<file path="config.mk">
export PLATFORM = sky130hd
export DESIGN_NAME = uart_rx_flat
export DESIGN_NICKNAME = d
export VERILOG_FILES = /design/src/rtl/uart_rx_if.sv /design/src/rtl/uart_rx.sv /design/src/flat_wrapper.sv
export SDC_FILE = /design/constraint.sdc
export NUM_CORES = 1
export LEC_CHECK = 0
export BUFFER_PORTS_ARGS = -buffer_cell sky130_fd_sc_hd__buf_2
export CAP_MARGIN = 20
export CORE_MARGIN = 2
export CORE_UTILIZATION = 50
export DETAILED_ROUTE_END_ITERATION = 12
export GPL_ROUTABILITY_DRIVEN = 0
export PLACE_DENSITY = 0.71
export SYNTH_ARGS = -nofsm -noshare
export SYNTH_HDL_FRONTEND = slang
export SYNTH_SLANG_ARGS = --single-unit
</file>
<file path="constraint.sdc">
create_clock -name clk -period 3.9 [get_ports clk]
set_clock_uncertainty 0.05 [all_clocks]
set_input_delay 0.195 -clock clk [delete_from_list [all_inputs] [get_ports clk]]
set_output_delay 0.195 -clock clk [all_outputs]
set_load 0.1 [all_outputs]
</file>
<file path="src/rtl/uart_rx_if.sv">
// rtl/uart_rx_if.sv - uart_rx line, control and received-byte signals (master = receiver side)
interface uart_rx_if;
    logic        en;
    logic        rx;
    logic [15:0] baud_div;
    logic        rd;
    logic [7:0]  data;
    logic        valid;
    logic        frame_err;
    logic        overrun;

    modport master (
        input  en, rx, baud_div, rd,
        output data, valid, frame_err, overrun
    );

    modport slave (
        output en, rx, baud_div, rd,
        input  data, valid, frame_err, overrun
    );
endinterface

</file>
<file path="src/rtl/uart_rx.sv">
// rtl/uart_rx.sv - 8N1 UART receiver with pop/valid byte holding register
// Optional 3-sample majority vote per bit: define UART_RX_MAJORITY_EN.
module uart_rx (
    input  logic      clk,
    input  logic      rst,
    uart_rx_if.master bus
);
    localparam logic [2:0] IDLE      = 3'd0;
    localparam logic [2:0] START     = 3'd1;
    localparam logic [2:0] DATA      = 3'd2;
    localparam logic [2:0] STOP      = 3'd3;
    localparam logic [2:0] WAIT_HIGH = 3'd4;

    logic [2:0]  state;
    logic        rx_s1;
    logic        rxs;
    logic        rxs_d;
    logic [15:0] cnt;
    logic [2:0]  idx;
    logic [7:0]  shift;
    logic [7:0]  data_q;
    logic        valid_q;
    logic        frame_err_q;
    logic        overrun_q;

    logic in_frame;
    logic cnt_zero;
    logic samp;
    logic samp_bit;

    assign in_frame = (state == START) || (state == DATA) || (state == STOP);
    assign cnt_zero = (cnt == 16'd0);

`ifdef UART_RX_MAJORITY_EN
    // The vote window straddles the counter-zero cycle, so the decision lands one cycle later.
    logic rxs_d2;
    logic pend;
    assign samp     = pend;
    assign samp_bit = (rxs_d2 & rxs_d) | (rxs_d2 & rxs) | (rxs_d & rxs);
`else
    assign samp     = in_frame && cnt_zero;
    assign samp_bit = rxs;
`endif

    always_ff @(posedge clk) begin
        if (rst) begin
            state       <= IDLE;
            rx_s1       <= 1'b1;
            rxs         <= 1'b1;
            rxs_d       <= 1'b1;
            cnt         <= 16'd0;
            idx         <= 3'd0;
            shift       <= 8'h00;
            data_q      <= 8'h00;
            valid_q     <= 1'b0;
            frame_err_q <= 1'b0;
            overrun_q   <= 1'b0;
`ifdef UART_RX_MAJORITY_EN
            rxs_d2      <= 1'b1;
            pend        <= 1'b0;
`endif
        end else begin
            rx_s1       <= bus.rx;
            rxs         <= rx_s1;
            rxs_d       <= rxs;
            frame_err_q <= 1'b0;
`ifdef UART_RX_MAJORITY_EN
            rxs_d2      <= rxs_d;
            pend        <= in_frame && cnt_zero && bus.en;
`endif
            if (bus.rd) begin
                valid_q   <= 1'b0;
                overrun_q <= 1'b0;
            end

            if (in_frame) begin
                cnt <= cnt_zero ? bus.baud_div : cnt - 16'd1;
            end

            if (!bus.en) begin
                state <= IDLE;
            end else begin
                case (state)
                    IDLE: begin
                        if (rxs_d && !rxs) begin
                            cnt   <= bus.baud_div >> 1;
                            state <= START;
                        end
                    end
                    START: begin
                        if (samp) begin
                            if (samp_bit) begin
                                state <= IDLE;
                            end else begin
                                idx   <= 3'd0;
                                state <= DATA;
                            end
                        end
                    end
                    DATA: begin
                        if (samp) begin
                            shift <= {samp_bit, shift[7:1]};
                            idx   <= idx + 3'd1;
                            if (idx == 3'd7) begin
                                state <= STOP;
                            end
                        end
                    end
                    STOP: begin
                        if (samp) begin
                            if (samp_bit) begin
                                state <= IDLE;
                                // A pop in the same cycle frees the register for the new byte.
                                if (!valid_q || bus.rd) begin
                                    data_q  <= shift;
                                    valid_q <= 1'b1;
                                end else begin
                                    overrun_q <= 1'b1;
                                end
                            end else begin
                                frame_err_q <= 1'b1;
                                state       <= WAIT_HIGH;
                            end
                        end
                    end
                    WAIT_HIGH: begin
                        if (rxs) begin
                            state <= IDLE;
                        end
                    end
                    default: state <= IDLE;
                endcase
            end
        end
    end

    assign bus.data      = data_q;
    assign bus.valid     = valid_q;
    assign bus.frame_err = frame_err_q;
    assign bus.overrun   = overrun_q;
endmodule

</file>
<file path="src/flat_wrapper.sv">
// flat-port wrapper written by rule: the top's interface ports become plain ports
module uart_rx_flat 
  (clk, rst, bus_en, bus_rx, bus_baud_div, bus_rd, bus_data, bus_valid, bus_frame_err, bus_overrun);
  uart_rx_if bus_i ();
  input  logic clk;
  input  logic rst;
  input wire logic [$bits(bus_i.en)-1:0] bus_en;
  input wire logic [$bits(bus_i.rx)-1:0] bus_rx;
  input wire logic [$bits(bus_i.baud_div)-1:0] bus_baud_div;
  input wire logic [$bits(bus_i.rd)-1:0] bus_rd;
  output wire logic [$bits(bus_i.data)-1:0] bus_data;
  output wire logic [$bits(bus_i.valid)-1:0] bus_valid;
  output wire logic [$bits(bus_i.frame_err)-1:0] bus_frame_err;
  output wire logic [$bits(bus_i.overrun)-1:0] bus_overrun;
  assign bus_i.en = bus_en;
  assign bus_i.rx = bus_rx;
  assign bus_i.baud_div = bus_baud_div;
  assign bus_i.rd = bus_rd;
  assign bus_data = bus_i.data;
  assign bus_valid = bus_i.valid;
  assign bus_frame_err = bus_i.frame_err;
  assign bus_overrun = bus_i.overrun;
  uart_rx u_core (.clk(clk), .rst(rst), .bus(bus_i));
endmodule
</file>
==> run metrics, run 1 <==
power per standard cell area=a little over 400 mW/mm2; Yosys reg bits=44; Max-cap violations=0; placed inst area=roughly 0.0025 mm2; starting density of the core=0.531; final hold violations=0; largest net degree at the start of global routing=38; Synth area leader=dfxtp_1; RSZ-0062 raised after global routing=false; vias per std cell=6.10; Peak supply drop=0.314 mV; final setup vio count=0; Ports=32; sequential-to-total area share from yosys stat=0.373; CTS root buf=clkbuf_8; Fill cells=410; GRT Resource Usage Total=0.219; Antenna Nets Post-Route=0; die width=between 70 and 80 um; Final Cycle Share=0.569; hold path cells=2; Yosys top cell area share=0.373; CP Class=flop to flop; top area cells in the synthesized netlist=dfxtp_1 (37%), mux2i_1 (7.6%), nor2_1 (5.6%); cts hold-fix bufs=0; post-CTS sizing=0; most frequent cells in the layout=dfxtp_1 (44), nor2_1 (35), buf_2 (31); IO buf count=31; hpwl dp=3740 um; Comb power frac=0.227; Die Y=between 70 and 80 um; CTS buffer count=5; Tmin final=~2200 ps; via count=2152; initial antenna violation count=0; critical path depth=7; max-slew violation count=0; Worst-Margin Slew=751 ps; P_int=around 0.74 mW; Synth Flop Type=dfxtp_1; ordered cell list for the critical path=inv_1, ha_1, nor3b_2, nand4_4, or3_1, mux2i_1, nor2_1; Distinct cells, synth=59; DR pass1 iterations=4; vias in the first global route=about 2000; Flop pwr share=0.441; family with the most delay on the worst path=simple AND/OR/NAND/NOR gates; Switching Share=0.315; Leakage=roughly 1.2 nW; syn avg cell area=8.42 um2; Total Wirelength=5510 um; DRC=0; register area=between 800 and 900 um2; H-Tree Depth=2; status=finished clean; deepest clock path buffer count=2; Post-CTS Repair Setup Buffers=0; Multi-input gate area=~0.0014 mm2; commonest non-fill, non-tap cell in the layout=dfxtp_1; Synth Instances=280; setup TNS=0 ps; Slew headroom=0.498; worst-path maximum fanout=9; critical path capture point type=flop; Post-synth EDFFs=0; Layout area overhead=11.1%; Crit path largest cell delay=between 600 and 700 ps; fraction of layout cells with a size suffix above 1=0.186; Die ar.=0.00528 mm2; CTS sink count=44; Worst-Skew Late Latency=about 290 ps; worst r2r path cells=7; Design Area, Final=0.00262 mm2; Starting DRT DRC Count=206; CTS tree=built; WP data arrival=2330 ps; async set-reset flop share out of synthesis=0; diode count=0; Rows=24; core footprint=0.00444 mm2; FMAX=~450 MHz; slowest CP cell=or3_1; Post-Syn Area=between 0.002 and 0.0025 mm2; warnings from Yosys=0; Hold WC Path Type=input pin to flop; Clk pwr share=0.332; post-layout util=0.590; syn_nets=305; Req. time, crit path=4010 ps; Startpoint Class=flop; Switch Pwr=0.340 mW; first-pass GRT wire length=about 9300 um; NumNets Final=about 330; final global-route overflow total=0; worst path bufs/invs=1; wire length per cell=15.6 um; Clock transition at path regs=approximately 90 ps
==> sequential cells by signal, summed over array words and instances, names as in the netlist <==
signal                cells
u_core.rxs                1
u_core.idx                3
u_core.rxs_d              1
u_core.rx_s1              1
u_core.state              3
u_core.bus.overrun        1
u_core.bus.frame_err      1
u_core.bus.data           8
u_core.cnt               16
u_core.shift              8
u_core.bus.valid          1
==> final timing paths <==
check | start | endpoint | slack, ps
hold reg to reg | u_core.rx_s1 | u_core.rxs | 360
setup reg to reg | u_core.cnt[0] | u_core.shift[2] | 1680
hold / removal | bus_rd | u_core.bus.overrun | 30
setup / recovery | u_core.cnt[0] | u_core.shift[2] | 1680
==> synthesized netlist by cell type, types with 2 or more instances <==
library cell and number:
nor3_1 13, o21ai_0 11, nor4_1 6, o211ai_1 5, a22o_1 3, o311ai_0 2, nor2_1 35, o211a_1 2
ha_1 4, a211oi_1 5, or2_2 4, a41oi_1 2, clkbuf_1 17, mux2_2 2, and3_1 4, dfxtp_1 44
mux2i_1 18, or3_1 2, nand2_1 18, a21oi_1 18, nand4_1 6, o21bai_1 2, or4_1 5, a31oi_1 4
nand3_1 8, inv_1 7
==> per-stage QoR <==
stage	cells	setup slack, ps	hold slack [ps]	total power [mW]
floorplan	280	1930	222	0.667
global placement	345	1730	328	0.727
detailed placement	345	1720	332	0.725
CTS	353	1680	26.3	1.08
global route	353	1540	22.4	1.13
finish	353	1680	28.1	1.08
==> layout make-up <==
| type | instances | area share |
|---|---|---|
| timing repair buffer | 32 | 0.0621 |
| sequential | 44 | 0.336 |
| multi-input combinational | 210 | 0.523 |
| tap | 52 | 0.0248 |
| clock buffer | 5 | 0.0263 |
| inverter | 7 | 0.0100 |
| clock inverter | 3 | 0.0177 |
==> kinds of logic after synthesis <==
family | Yosys count | share of synthesized area
AND/OR/NAND/NOR | 116 | 0.270
AO/OA/AOI/OAI | 68 | 0.197
adder cells (fa/ha/maj) | 4 | 0.0212
XOR/XNOR | 2 | 0.00743
flip-flops | 44 | 0.373
multiplexers | 20 | 0.0859
buffers and inverters | 26 | 0.0451
==> power by group through the flow <==
stage                     Clock, mW  Sequential [mW]  Combinational (mW)
final                         0.358            0.476               0.244
after global routing          0.384            0.478               0.270
after CTS                     0.365            0.475               0.242
after detailed placement          0            0.486               0.239
after global placement            0            0.486               0.241
after floorplan                   0            0.482               0.186
==> metal layers <==
metal / track usage / wire length, um / vias to the layer above
li1: - / - / 1073
met1: 0.310 / 2580 / 1007
met2: 0.352 / 2570 / 70
met3: 0.0428 / 341 / 2
met4: 0.0391 / 16 / 0
met5: 0 / 0 / -
Power figures use the tool's default switching activity.
==> run 2, diff against run 1 <==
Clock period 3.9 ns to 2.1 ns, I/O delays scaled along.
==> run 2 against run 1 <==
Compared with the run above:
- critical path depth up 1
- global-route usage up 2.4 points
- first-iteration DRC count down 34%
- sequential power up 86%
- sequential share of layout area down 3.9 points
- flip-flop and latch count unchanged
- combinational power rose to 2.6 times the previous value
==> run metrics, run 2 (same netlist as run 1, synthesis figures left out) <==
Die Y=72.7 um (unchanged); power per standard cell area=745 mW/mm2 (+81%); DR pass1 iterations=4 (unchanged); hpwl dp=4410 um (+18%); core footprint=0.00444 mm2 (unchanged); Max-cap violations=0 (unchanged); Hold Startpoint=bus_baud_div[7]; DP Cell Count=373 (+8.1%); CTS buffer count=5 (unchanged); via count=2334 (+8.5%); NumNets Final=362 (+11%); Die ar.=0.00528 mm2 (unchanged); CTS root buf=clkbuf_8; starting density of the core=0.531 (unchanged); worst-path maximum fanout=8 (-1); RSZ-0062 raised after global routing=true; Starting DRT DRC Count=135 (-34%); largest net degree at the start of global routing=22 (-42%); vias in the first global route=2148 (+8.5%); Slew headroom=0.671 (+0.174); Clock transition at path regs=90 ps (about the same); Startpoint Class=flop; first-pass GRT wire length=10100 um (+8.6%); IO buf count=31 (unchanged); post-layout util=0.669 (+0.0797); H-Tree Depth=2 (unchanged); setup TNS=0 ps (unchanged); reg2reg start=u_core.cnt[1]; fraction of layout cells with a size suffix above 1=0.290 (+0.104); vias per std cell=5.98 (-1.8%); Worst-Margin Slew=496 ps (-255 ps); Largest register FFs=16 (unchanged); Peak supply drop=0.681 mV (+120%); final global-route overflow total=0 (unchanged); Req. time, crit path=2230 ps (-1780 ps); GRT Resource Usage Total=0.243 (+0.0241); Leakage=1.35 nW (+17%); largest register by flop count=u_core.cnt; CP Class=flop to flop; FMAX=492 MHz (+9.2%); CTS sink count=44 (unchanged); deepest clock path buffer count=2 (unchanged); die width=72.7 um (unchanged); Ports=32 (unchanged); final setup vio count=0 (unchanged); Crit. Startpoint=u_core.cnt[1]; Final Cycle Share=0.968 (+0.399); Layout area overhead=26.2%; Total Wirelength=6190 um (+12%); final hold violations=0 (unchanged); wire length per cell=15.9 um (+1.6%); critical path capture point type=flop; initial antenna violation count=0 (unchanged); commonest non-fill, non-tap cell in the layout=dfxtp_1; Tmin final=2030 ps (-188 ps); CTS tree=built; DRC=0 (unchanged); most frequent cells in the layout=dfxtp_1 (42), nor2_1 (35), buf_4 (32), buf_2 (31); diode count=0 (unchanged); Worst-Skew Late Latency=300 ps (about the same); WP data arrival=2170 ps (-160 ps); Final Non-Filler Cells=390 (+10%); Hold WC Path Type=input pin to flop; Antenna Nets Post-Route=0 (unchanged); max-slew violation count=0 (unchanged); reg-to-reg slack, setup=70 ps (-1610 ps); Rows=24 (unchanged); status=finished clean
## run 2: cell count changes in the layout (fill, tap and decap cells not counted), moves of 2 or more
cell           previous run  this run
dfxtp_2                   0         2
inv_1                     7         5
dlygate4sd3_1             0         5
buf_4                     1        32
nor4_2                    1         3
inv_2                     0         2
nor4_1                    6         4
dfxtp_1                  44        42
## run 2: path summary, 6_finish.rpt
| kind | to | cells after the start |
|---|---|---|
| worst min-delay path | u_core.cnt[6] | 3 |
| worst max-delay path | u_core.bus.data[5] | 8 |
| worst max register to register | u_core.bus.data[5] | 8 |
| worst min register to register | u_core.rxs | 1 |
## run 2: metal layers
metal	up-vias	share of wire	global-route usage
met2	82	0.47	0.380
met4	0	0.016	0.0761
met3	11	0.059	0.0442
met5	-	0	0
met1	1092	0.46	0.341
li1	1149	-	-
## run 2: what timing repair did
action	CTS	global route
buffers inserted	0	4
gates resized for setup	0	15
hold buffers	5	0
setup endpoints to repair	0	18
hold endpoints to repair	5	0
## run 2: layout make-up
class,instances,area (um2)
Clock inverter,2,38.8
Tap cell,52,65.1
Clock buffer,6,82.6
Inverter,7,26.3
Multi-Input combinational cell,210,1420
Fill cell,382,1470
Timing Repair Buffer,69,457
Sequential cell,44,883
## run 2: critical path: stages (launching register included)
cell and delay [ps]:
dfxtp_2 340, inv_2 80, ha_4 130, nor3b_4 200
buf_6 140, nand4_4 90, or4_4 640, mux2i_1 190
nor2_1 50
## run 2: power breakdown
part / switching (mW) / leakage (nW) / internal, mW / total (mW)
Combinational: 0.350 / 0.935 / 0.294 / 0.644
Sequential: 0.0302 / 0.357 / 0.855 / 0.885
Clock: 0.297 / 0.0614 / 0.389 / 0.686
## run 2: metrics by stage
stage                     area, um2  hold WS, ps  setup WS (ps)  total power, mW
final                          2980         21.3           67.8             2.22
after CTS                      2890         9.99           4.84             2.16
after detailed placement       2720          238           25.4             1.47
after global placement         2720          237           82.7             1.47
after global routing           2980         31.0          -42.5             2.32
after floorplan                2360          132            125             1.24
==> run 3, diff against run 2 <==
Settings changed: PLACE_DENSITY 0.71 to 0.76.
==> run 3 against run 2 <==
Compared with the run above:
- global-route usage is essentially flat
- count of clock-buffer cells in the layout shrank 1
- critical path depth shrank 1
- highest routed layer unchanged
==> run metrics, run 3 (same netlist as run 1, synthesis figures left out) <==
status=finished clean; Antenna Nets Post-Route=0 (unchanged); commonest non-fill, non-tap cell in the layout=dfxtp_1; Req. time, crit path=2240 ps (about the same); Final Cycle Share=0.978 (+0.00979); critical path capture point type=flop; Leakage=1.31 nW (-3.6%); crit path to=u_core.bus.data[7]; final global-route overflow total=0 (unchanged); Ports=32 (unchanged); Die Y=72.7 um (unchanged); Final Non-Filler Cells=382 (-2.1%); WP data arrival=2190 ps (+20 ps); Worst-Margin Slew=504 ps (+8.01 ps); Flop pwr share=0.407 (+0.007); diode count=0 (unchanged); Comb power frac=0.281 (-0.010); CTS sink count=44 (unchanged); slowest CP cell=or4_4; post-layout util=0.649 (-0.0206); Crit path largest cell delay=610 ps (-30 ps); CTS tree=built; placed inst area=0.00267 mm2 (-1.7%); RR Endpoint=u_core.bus.data[7]; Starting DRT DRC Count=215 (+59%); core footprint=0.00444 mm2 (unchanged); FMAX=487 MHz (-1.0%); Layout area overhead=22.3%; H-Tree Depth=2 (unchanged); vias per std cell=6.02 (+0.52%); largest net degree at the start of global routing=27 (+23%); register area=882 um2 (-0.14%); GRT Resource Usage Total=0.244 (+0.000452); final setup vio count=0 (unchanged); vias in the first global route=2085 (-2.9%); Tmin final=2050 ps (+20.6 ps); wire length per cell=15.9 um (+0.16%); DR pass1 iterations=4 (unchanged); hpwl dp=4320 um (-2.1%); critical path depth=7 (-1); RSZ-0062 raised after global routing=true; DRC=0 (unchanged); worst-path maximum fanout=8 (unchanged); most frequent cells in the layout=dfxtp_1 (43), nor2_1 (35), buf_2 (31), buf_4 (26); ordered cell list for the critical path=inv_1, ha_1, nor3b_4, nand4_4, or4_4, mux2i_1, nor2_1; Hold WC Path Type=input pin to flop; max-slew violation count=0 (unchanged); Max-cap violations=0 (unchanged); Slew headroom=0.666 (-0.00530); Clock transition at path regs=90 ps (about the same); Startpoint Class=flop; CTS buffer count=5 (unchanged); CP Class=flop to flop; worst path bufs/invs=1 (-1); IO buf count=31 (unchanged); worst r2r path cells=7 (-1); Rows=24 (unchanged); setup TNS=0 ps (unchanged); deepest clock path buffer count=2 (unchanged); Clk pwr share=0.312 (+0.002); die width=72.7 um (unchanged); Worst-Skew Late Latency=300 ps (about the same); Design Area, Final=0.00288 mm2 (-3.1%); Die ar.=0.00528 mm2 (unchanged); Switch Pwr=0.684 mW (+1.0%); CTS root buf=clkbuf_8; Total Wirelength=6070 um (-1.9%); DP Cell Count=367 (-1.6%); Multi-input gate area=0.00141 mm2 (-1.2%); P_int=1.48 mW (-3.5%); power per standard cell area=752 mW/mm2 (+0.96%); Crit. Startpoint=u_core.cnt[1]; family with the most delay on the worst path=simple AND/OR/NAND/NOR gates; Fill cells=371 (-2.9%); Switching Share=0.315 (+0.00991); reg2reg start=u_core.cnt[1]; final hold violations=0 (unchanged); Peak supply drop=0.505 mV (-26%); first-pass GRT wire length=10100 um (+0.48%); initial antenna violation count=0 (unchanged); largest register by flop count=u_core.cnt; NumNets Final=354 (-2.2%); starting density of the core=0.531 (unchanged); reg-to-reg slack, setup=50 ps (-20 ps); fraction of layout cells with a size suffix above 1=0.270 (-0.0202); via count=2298 (-1.5%); Largest register FFs=16 (unchanged)
## run 3: layout make-up
type / instances / share of cell area
multi-input cells: 210 / 0.487
flip-flops and latches: 44 / 0.306
repair buffers: 61 / 0.135
clock buffers: 5 / 0.0239
well taps: 52 / 0.0226
clock inverters: 3 / 0.0161
inverters: 7 / 0.00911
## run 3: worst min path at each step
stage / startpoint / endpoint / slack [ps] / cells past startpoint
after CTS: bus_baud_div[10] / u_core.cnt[9] / 1 / 3
after detailed placement: bus_rx / u_core.rx_s1 / 240 / 2
after global placement: bus_rd / u_core.bus.overrun / 240 / 2
after global routing: bus_baud_div[10] / u_core.cnt[9] / 3 / 3
after floorplan: bus_rd / u_core.bus.overrun / 130 / 1
final: bus_baud_div[10] / u_core.cnt[9] / 8 / 3
## run 3: routing by layer
metal | up-vias | routed length, um | share of wire | global-route usage
met1 | 1068 | 2800 | 0.46 | 0.344
met4 | 0 | 65 | 0.011 | 0.0617
li1 | 1142 | - | - | -
met3 | 8 | 412 | 0.068 | 0.0635
met2 | 80 | 2800 | 0.46 | 0.371
met5 | - | 0 | 0 | 0
## run 3: per-stage QoR
step           hold WS [ps]  total power, mW  setup WS, ps
5_1_grt                3.27             2.27         -29.4
3_5_place_dp            240             1.45         -24.3
6_report               7.82             2.17          47.2
2_1_floorplan           132             1.24           125
3_3_place_gp            236             1.44          36.0
4_1_cts                1.03             2.15          12.7
## run 3: timing repair
action                     in CTS  in global routing
setup endpoints to repair      15                 22
pin swaps                       3                  2
gates resized for setup         4                  7
setup buffers                   3                  0
hold endpoints to repair        4                  0
hold buffers                    4                  0
## run 3: power groups by stage
stage	registers, mW	logic (mW)	clock network, mW
floorplan	0.895	0.345	0
CTS	0.881	0.586	0.682
global route	0.886	0.659	0.726
finish	0.883	0.609	0.676
global placement	0.899	0.542	0
detailed placement	0.900	0.547	0
## run 3: worst min-delay path, cell delays in order
cell     delay, ps
buf_2          110
nand2_1         50
a21oi_1         60
